===== src/rtl/clock_tester_multi.sv =====
// Multi-channel slow-clock tester: per-channel high/low/period measurement in fast-clock
// cycles, with saturation, period min/max, stopped detection and a registered readout mux.

module clock_tester_ch #(
  parameter int CNT_W       = 16,
  parameter int SYNC_STAGES = 2,
  parameter int TIMEOUT     = 1024
) (
  input  logic             clk_fst,
  input  logic             clr_i,
  input  logic             armed_i,
  input  logic             slw_i,
  output logic [CNT_W-1:0] ht_o,
  output logic [CNT_W-1:0] lt_o,
  output logic [CNT_W:0]   per_o,
  output logic [CNT_W:0]   min_o,
  output logic [CNT_W:0]   max_o,
  output logic             vld_o,
  output logic             upd_o,
  output logic             stopped_o
);
  localparam int IW = $clog2(TIMEOUT + 1);
  localparam logic [CNT_W-1:0] CMAX = '1;
  localparam logic [IW-1:0]    TMO  = IW'(TIMEOUT);

  logic [SYNC_STAGES-1:0] sync_q;
  logic                   d_q, s, rise, fall;
  logic [CNT_W-1:0]       hcnt_q, lcnt_q, ht_q, lt_q;
  logic [CNT_W:0]         per_q, min_q, max_q, per_new;
  logic                   seen_r_q, seen_f_q, hi_seen_q, vld_q, upd_q;
  logic [IW-1:0]          idle_q;

  assign s       = sync_q[SYNC_STAGES-1];
  // edges are ignored until the synchroniser and delay flop hold real samples
  assign rise    = armed_i & ~d_q & s;
  assign fall    = armed_i & d_q & ~s;
  assign per_new = {1'b0, ht_q} + {1'b0, lcnt_q};

  always_ff @(posedge clk_fst) begin
    if (clr_i) begin
      sync_q    <= '0;
      d_q       <= 1'b0;
      hcnt_q    <= '0;
      lcnt_q    <= '0;
      ht_q      <= '0;
      lt_q      <= '0;
      per_q     <= '0;
      min_q     <= '1;
      max_q     <= '0;
      seen_r_q  <= 1'b0;
      seen_f_q  <= 1'b0;
      hi_seen_q <= 1'b0;
      vld_q     <= 1'b0;
      upd_q     <= 1'b0;
      idle_q    <= '0;
    end else begin
      sync_q <= {sync_q[SYNC_STAGES-2:0], slw_i};
      d_q    <= s;
      upd_q  <= 1'b0;
      if (rise || fall)                idle_q <= '0;
      else if (armed_i && idle_q != TMO) idle_q <= idle_q + 1'b1;
      if (fall) begin
        // a high phase counts only if it started on an observed rise
        if (seen_r_q) ht_q <= hcnt_q;
        hi_seen_q <= seen_r_q;
        seen_f_q  <= 1'b1;
        hcnt_q    <= '0;
        lcnt_q    <= CNT_W'(1);
      end else if (rise) begin
        if (seen_f_q) lt_q <= lcnt_q;
        if (hi_seen_q) begin
          per_q <= per_new;
          upd_q <= 1'b1;
          vld_q <= 1'b1;
          if (!vld_q || per_new < min_q) min_q <= per_new;
          if (!vld_q || per_new > max_q) max_q <= per_new;
        end
        seen_r_q <= 1'b1;
        lcnt_q   <= '0;
        hcnt_q   <= CNT_W'(1);
      end else if (armed_i) begin
        if (d_q && s && hcnt_q != CMAX)   hcnt_q <= hcnt_q + 1'b1;
        if (!d_q && !s && lcnt_q != CMAX) lcnt_q <= lcnt_q + 1'b1;
      end
    end
  end

  assign ht_o      = ht_q;
  assign lt_o      = lt_q;
  assign per_o     = per_q;
  assign min_o     = min_q;
  assign max_o     = max_q;
  assign vld_o     = vld_q;
  assign upd_o     = upd_q;
  assign stopped_o = (idle_q == TMO);
endmodule

module clock_tester_multi #(
  parameter int NUM_CH      = 4,
  parameter int CNT_W       = 16,
  parameter int SYNC_STAGES = 2,
  parameter int TIMEOUT     = 1024,
  parameter int SEL_W       = 2
) (
  input  logic              clk_fst,
  input  logic              reset,
  input  logic              restart,
  input  logic [NUM_CH-1:0] clk_slw,
  input  logic [SEL_W-1:0]  ch_sel,
  output logic [CNT_W-1:0]  ht_out,
  output logic [CNT_W-1:0]  lt_out,
  output logic [CNT_W:0]    per_out,
  output logic [CNT_W:0]    per_min,
  output logic [CNT_W:0]    per_max,
  output logic              valid_out,
  output logic [NUM_CH-1:0] stopped,
  output logic [NUM_CH-1:0] upd
);
  localparam int NSEL = 2**SEL_W;

  logic                         clr;
  logic [SYNC_STAGES:0]         vld_pipe;
  logic [NUM_CH-1:0][CNT_W-1:0] ht_c, lt_c;
  logic [NUM_CH-1:0][CNT_W:0]   per_c, min_c, max_c;
  logic [NUM_CH-1:0]            vld_c;
  logic [NSEL-1:0][CNT_W-1:0]   ht_a, lt_a;
  logic [NSEL-1:0][CNT_W:0]     per_a, min_a, max_a;
  logic [NSEL-1:0]              vld_a;

  assign clr = reset | restart;

  // fills one stage per cycle after clear; top bit marks d/s as trustworthy
  always_ff @(posedge clk_fst) begin
    if (clr) vld_pipe <= '0;
    else     vld_pipe <= {vld_pipe[SYNC_STAGES-1:0], 1'b1};
  end

  clock_tester_ch #(.CNT_W(CNT_W), .SYNC_STAGES(SYNC_STAGES), .TIMEOUT(TIMEOUT)) u_ch [NUM_CH-1:0] (
    .clk_fst  (clk_fst),
    .clr_i    (clr),
    .armed_i  (vld_pipe[SYNC_STAGES]),
    .slw_i    (clk_slw),
    .ht_o     (ht_c),
    .lt_o     (lt_c),
    .per_o    (per_c),
    .min_o    (min_c),
    .max_o    (max_c),
    .vld_o    (vld_c),
    .upd_o    (upd),
    .stopped_o(stopped)
  );

  // selector space padded to 2**SEL_W so unused codes read as zero
  for (genvar i = 0; i < NSEL; i++) begin : g_sel
    if (i < NUM_CH) begin : g_ch
      assign ht_a[i]  = ht_c[i];
      assign lt_a[i]  = lt_c[i];
      assign per_a[i] = per_c[i];
      assign min_a[i] = min_c[i];
      assign max_a[i] = max_c[i];
      assign vld_a[i] = vld_c[i];
    end else begin : g_zero
      assign ht_a[i]  = '0;
      assign lt_a[i]  = '0;
      assign per_a[i] = '0;
      assign min_a[i] = '0;
      assign max_a[i] = '0;
      assign vld_a[i] = 1'b0;
    end
  end

  always_ff @(posedge clk_fst) begin
    if (clr) begin
      ht_out    <= '0;
      lt_out    <= '0;
      per_out   <= '0;
      per_min   <= '1;
      per_max   <= '0;
      valid_out <= 1'b0;
    end else begin
      ht_out    <= ht_a[ch_sel];
      lt_out    <= lt_a[ch_sel];
      per_out   <= per_a[ch_sel];
      per_min   <= min_a[ch_sel];
      per_max   <= max_a[ch_sel];
      valid_out <= vld_a[ch_sel];
    end
  end
endmodule


===== config.mk =====
export PLATFORM = sky130hd
export DESIGN_NAME = clock_tester_multi
export DESIGN_NICKNAME = d
export VERILOG_FILES = /design/src/rtl/clock_tester_multi.sv
export SDC_FILE = /design/constraint.sdc
export NUM_CORES = 1
export LEC_CHECK = 0
export ABC_CLOCK_PERIOD_IN_PS = 5300
export BUFFER_PORTS_ARGS = -buffer_cell sky130_fd_sc_hd__buf_2
export CORE_ASPECT_RATIO = 0.6
export CORE_MARGIN = 3
export CORE_UTILIZATION = 60
export CTS_CLUSTER_SIZE = 25
export DETAILED_ROUTE_END_ITERATION = 10
export PLACE_DENSITY = 0.76
export SYNTH_ARGS = -nofsm -noshare
export SYNTH_HDL_FRONTEND = slang
export SYNTH_SLANG_ARGS = --single-unit

===== constraint.sdc =====
create_clock -name clk_fst -period 5.3 [get_ports clk_fst]
set_input_delay 1.06 -clock clk_fst [delete_from_list [all_inputs] [get_ports clk_fst]]
set_output_delay 1.06 -clock clk_fst [all_outputs]
set_load 0.01 [all_outputs]

# Word level (Yosys, flattened, before mapping)
# Index checks and enable logic that the tools add are counted.
[totals]
ramBits = 0
n_memories = 0
input_bits = 9
ff_bits = 623
latchBits = 0
output_inout_bits = 92
mem_bits_ro = 0
elab_cells = 311
[classes]
bitwise_logic = 33
n_mul = 0
n_shift = 0
n_addsub = 16
muxes = 45
div = 0
n_eq_ne = 16
magnitude_cmp = 9
n_reduce_logical = 116
[op_table]
columns = ["cell", "n"]
rows = [
  ["$add A16 B1 Y16 const B", 8],
  ["$ne A16 B16 Y1 const B", 8],
  ["$bmux W17 S2", 3],
  ["$add A16 B16 Y17", 4],
  ["$gt A17 B17 Y1", 4],
  ["$lt A17 B17 Y1", 4],
  ["$bmux W16 S2", 2],
  ["$mux W17", 3],
  ["$reduce_and A2 Y1", 24],
  ["$add A11 B1 Y11 const B", 4],
  ["$eq A11 B11 Y1 const B", 4],
  ["$ne A11 B11 Y1 const B", 4],
  ["$mux W1", 34],
  ["$mux W16", 2],
  ["$reduce_and A4 Y1", 8],
  ["$reduce_and A3 Y1", 8],
  ["$reduce_bool A3 Y1", 8],
  ["$reduce_or A3 Y1", 8],
  ["$logic_and A1 B1 Y1", 20],
  ["$and A1 B1 Y1", 16],
  ["$not A1 Y1", 16],
  ["$reduce_bool A2 Y1", 8],
  ["$reduce_or A2 Y1", 8],
  ["$logic_not A1 Y1", 12],
  ["other kinds (4)", 15],
]

# Logic depth before layout (Yosys ltp)
[depth]
ltp_word = 7
mapped_depth = 20

# By module
# Synthesis repeated with hierarchy kept, for this count alone.
[unflattened]
hier_cells = 3770
hier_area_um2 = 32072.0
[by_module_without_submodules]
columns = ["mod", "seq_area_each_um2", "cells_per_inst", "n_inst", "area_per_inst_um2"]
rows = [
  ["clock_tester_ch at u_ch[0] ...", 2682.6, 834, 2, 6909.1],
  ["clock_tester_ch at u_ch[1]", 2682.6, 865, 1, 7089.3],
  ["clock_tester_ch at u_ch[3]", 2682.6, 853, 1, 6934.2],
  ["clock_tester_multi", 1741.7, 384, 1, 4230.3],
]

# Worst setup path before layout
# OpenSTA, ideal clock, no wires.
[synth_path]
kind = "register to register"
start = "register u_ch[3].lcnt_q[0]"
end = "register u_ch[3].min_q[10]"
period_less_slack_ns = 4.012
t_arrival_ns = 3.883
path_slack_ns = 1.288
stages_incl_launch_ff = 18
cell_sequence = "dfxtp_1 > ha_1 > fa_1 > a21o_1 > a221oi_2 > o21ai_2 > a2111oi_4 > o21ai_0 > nand2_2 > inv_1 > ha_1 > and3_1 > nand3_1 > or4b_1 > o21ai_1 > buf_4 > mux2i_1 > nand2_1"
[synth_via]
elab_chain_len = 4
[synth_lines]
columns = ["element", "line", "text"]
rows = [
  ["from (decl)", "28", "logic [CNT_W-1:0] hcnt_q, lcnt_q, ht_q, lt_q;"],
  ["from (signal assigned)", "83", "if (!d_q && !s && lcnt_q != CMAX) lcnt_q <= lcnt_q + 1'b1;"],
  ["$add A16 B16 Y17", "37", "assign per_new = {1'b0, ht_q} + {1'b0, lcnt_q};"],
  ["net u_ch[3].per_new[14]", "29", "logic [CNT_W:0] per_q, min_q, max_q, per_new;"],
  ["$lt A17 B17 Y1", "75", "if (!vld_q || per_new < min_q) min_q <= per_new;"],
  ["$logic_or A1 B1 Y1", "75", ""],
  ["$reduce_and A4 Y1 (no source line)", "-", ""],
  ["to (signal assigned)", "75", ""],
  ["to (decl)", "29", ""],
]
# The timed path passes the listed nets, and every way through them passes these cells.
# A chain may end at the register's enable or synchronous reset.

# Final worst setup path
[layout_path]
start = "register u_ch[0].ht_q[0]"
end = "register u_ch[0].max_q[9]"
[layout_via]
elab_chain_len = 4
[layout_lines]
columns = ["element", "line", "text"]
rows = [
  ["from (decl)", "28", ""],
  ["from (signal assigned)", "64", "if (seen_r_q) ht_q <= hcnt_q;"],
  ["$add A16 B16 Y17", "37", ""],
  ["net u_ch[0].per_new[12]", "29", ""],
  ["$gt A17 B17 Y1", "76", "if (!vld_q || per_new > max_q) max_q <= per_new;"],
  ["$logic_or A1 B1 Y1", "76", ""],
  ["$reduce_and A4 Y1 (no source line)", "-", ""],
  ["to (signal assigned)", "76", ""],
  ["to (decl)", "29", ""],
]
# The timed path passes the listed nets, and every way through them passes these cells.

==> impl_metrics.yaml <==
outcome:
  status: "completed"
clock_network:
  cts_made_buffers: 57
  clk_path_buf_depth: 3
  post-cts-setup-buffer-count: 0
  htreeDepth: 2
  post_cts_resized: 0
  holdBufCountCts: 0
  cts_tree: "done"
  clock-root-buffer: "clkbuf_16"
  cts_sinks: 623
  clock_latency_ns: 0.62
  clkSlewWorstSetupHoldPaths_ns: 0.06
die:
  io_pins: 101
  die_h_um: 182.4
  dieWidth_um: 299.9
  coreArea_um2: 50290
  num_rows: 63
  dieArea_um2: 54690
  start_util_pct: 61.84
timing:
  fmaxAchievable_mhz: 214.2
  relSlewSlack_pct: 20.33
  setup_violations: 0
  finClkSkew_ns: 0.02895
  fin_hold_ws_ns: 0.4281
  hold_viol: 0
  slew_violations: 0
  fin_crit_sh_pct: 88.10
  finalCriticalPeriod_ns: 4.670
  rsz0062_at_grt: "no"
  setup_tns_ns: 0
  worstMarginPinSlew_ns: 1.195
place:
  port_buffers: 100
  dp_hpwl_um: 75890
  place.gp.congestion: 1.019
worst_setup_path:
  cp-start-kind: "flop"
  r2r_start: "u_ch[0].ht_o[0]$_SDFFE_PN0P_"
  crit_arrival_ns: 5.12
  required_ns: 5.75
  critPathLaunch: "u_ch[0].ht_o[0]$_SDFFE_PN0P_"
  endpoint_kind: "flop"
  path_class: "reg -> reg"
  crit_path_max_fanout: 15
synthesis:
  synth_seq_cells: 623
  syn_avg_cell_area_um2: 8.712
  syn-num-nets: 3795
  yosys_warnings: 0
  yosysTopAreaCell: "dfxtp_1"
  ys.flop_type: "dfxtp_1"
  syn_inst: 3570
  ys_seq_area_share_pct: 40.10
  synth_area_leaders: "dfxtp_1, ha_1, nand2_1"
  synth_cell_types: 96
  syn_area_um2: 31100
  synth_top_area_share_pct: 40.10
  async_flop_share_pct: 0
  synth-edff-count: 0
layout:
  nets: 3825
  n_fill_cell: 4095
  seq_area_um2: 12470
  fin_util_pct: 67.59
  syn_to_final_growth_pct: 9.293
  layout-drive-gt1-share_pct: 10.23
  multi_input_area_um2: 17200
global_routing:
  antenna_found_initial: 12
  grt_pass1_vias: 24650
  grt_max_degree: 99
  track_usage_pct: 35.64
  grt_pass1_wl_um: 148700
  grt-ovfl-total: 0
route:
  totalWireLength_um: 98980
  wire_per_inst_um: 22.86
  dr_total_vias: 26700
  drt_iter0_drc: 3071
  vias_per_cell: 6.167
  remaining_drc_errors: 0
  drt_pass1_iterations: 5
  postRouteAntennaNets: 0
power:
  totalPowerFinal_mw: 9.157
  ir_drop_mv: 0.3142
  power_density_nw_per_um2: 269.4
  leakagePower_nw: 13.88
min_path:
  hold_path.class: "reg -> reg"
  worstHoldStart: "vld_pipe[1]$_SDFF_PN0_"
job:
  cap_violations: 0
## cell type report
type,instances,area share [%]
Antenna cell,2,0.01472
Clock buffer,70,4.516
Clock inverter,35,1.119
Inverter,190,2.105
Multi-Input combinational cell,2586,50.59
Sequential cell,623,36.69
Tap cell,682,2.510
Timing Repair Buffer,142,2.451
## logic make-up after synthesis
| kind of cell | after synthesis | share of synthesized area (%) |
|---|---|---|
| mux | 144 | 8.018 |
| flops | 623 | 40.10 |
| buf+inv | 361 | 4.707 |
| fa+ha+maj | 216 | 8.786 |
| compound gates | 653 | 12.79 |
| xor+xnor | 173 | 4.896 |
| simple gates | 1400 | 20.70 |
## report_power, final
| part | leakage, nW | total (mW) | internal [mW] | switching (mW) |
|---|---|---|---|---|
| sequential | 5.02 | 4.69 | 4.68 | 0.00315 |
| combinational | 7.91 | 0.157 | 0.0396 | 0.117 |
| clock | 0.954 | 4.32 | 2.41 | 1.91 |
## synthesized netlist by cell type (59+ instances only)
library cell    n
a21oi_1       337
and2_1        100
clkbuf_1      110
dfxtp_1       623
ha_1          212
inv_1         189
mux2i_1        59
mux4_2         84
nand2_1       597
nand3_1        83
nand4_1        69
nor2_1        331
o21ai_0        92
xnor2_1        70
xor2_1        102
## worst paths after layout
check / slack (ns) / end / cells past startpoint
hold / removal: 0.43 / vld_pipe[2]$_SDFF_PN0_ / 1
setup reg to reg: 0.63 / u_ch[0].max_o[9]$_SDFFE_PN0P_ / 17
hold reg to reg: 0.43 / vld_pipe[2]$_SDFF_PN0_ / 1
setup / recovery: 0.63 / u_ch[0].max_o[9]$_SDFFE_PN0P_ / 17
## worst max-delay path, cell delays in order, from the launching register on
cell and delay [ns]:
dfxtp_1 0.45, ha_1 0.23, inv_1 0.07, fa_1 0.40, nor2b_1 0.21, o2111ai_1 0.14
nand2_1 0.19, a211oi_1 0.13, or2_2 0.30, xor2_1 0.32, inv_1 0.14, ha_1 0.32
nand2_1 0.08, nor3_1 0.27, o311a_1 0.26, a22o_1 0.67, mux2i_1 0.28, nor2_1 0.06
## per-stage QoR
step	cell area, um2	worst slack (ns)	instances
floorplan	31100	1.288	3570
global placement	32070	0.8311	4223
detailed placement	32070	0.7587	4223
CTS	33990	0.6866	4328
global route	33990	0.2027	4328
finish	33990	0.6305	4330
## routing by layer
layer  global-route usage (%)  part of all wire, %  vias up
met5                        0                0.033        -
met4                    7.643                  2.3        6
met3                    16.17                   16      167
met2                    48.12                   38     1323
met1                    51.75                   43    12820
li1                         -                    -    12390
## layout by cell type, fill, tap and decap left out, drive strengths merged, types with 71 or more instances in the layout
cell type,count
a21oi,338
and2,101
buf,142
dfxtp,623
ha,212
inv,194
mux4,84
nand2,598
nand3,84
nand4,71
nor2,333
o21ai,99
xnor2,71
xor2,102
## state kept, by name, indices dropped and copies added (netlist names), 8 cells and up
signal / cells
u_ch.per_o: 68
per_min: 17
ht_out: 16
lt_out: 16
u_ch.ht_o: 64
u_ch.idle_q: 44
u_ch.sync_q: 8
u_ch.hcnt_q: 64
per_max: 17
u_ch.min_o: 68
per_out: 17
u_ch.lt_o: 64
u_ch.lcnt_q: 64
u_ch.max_o: 68
(Power assumes the default switching activity.)
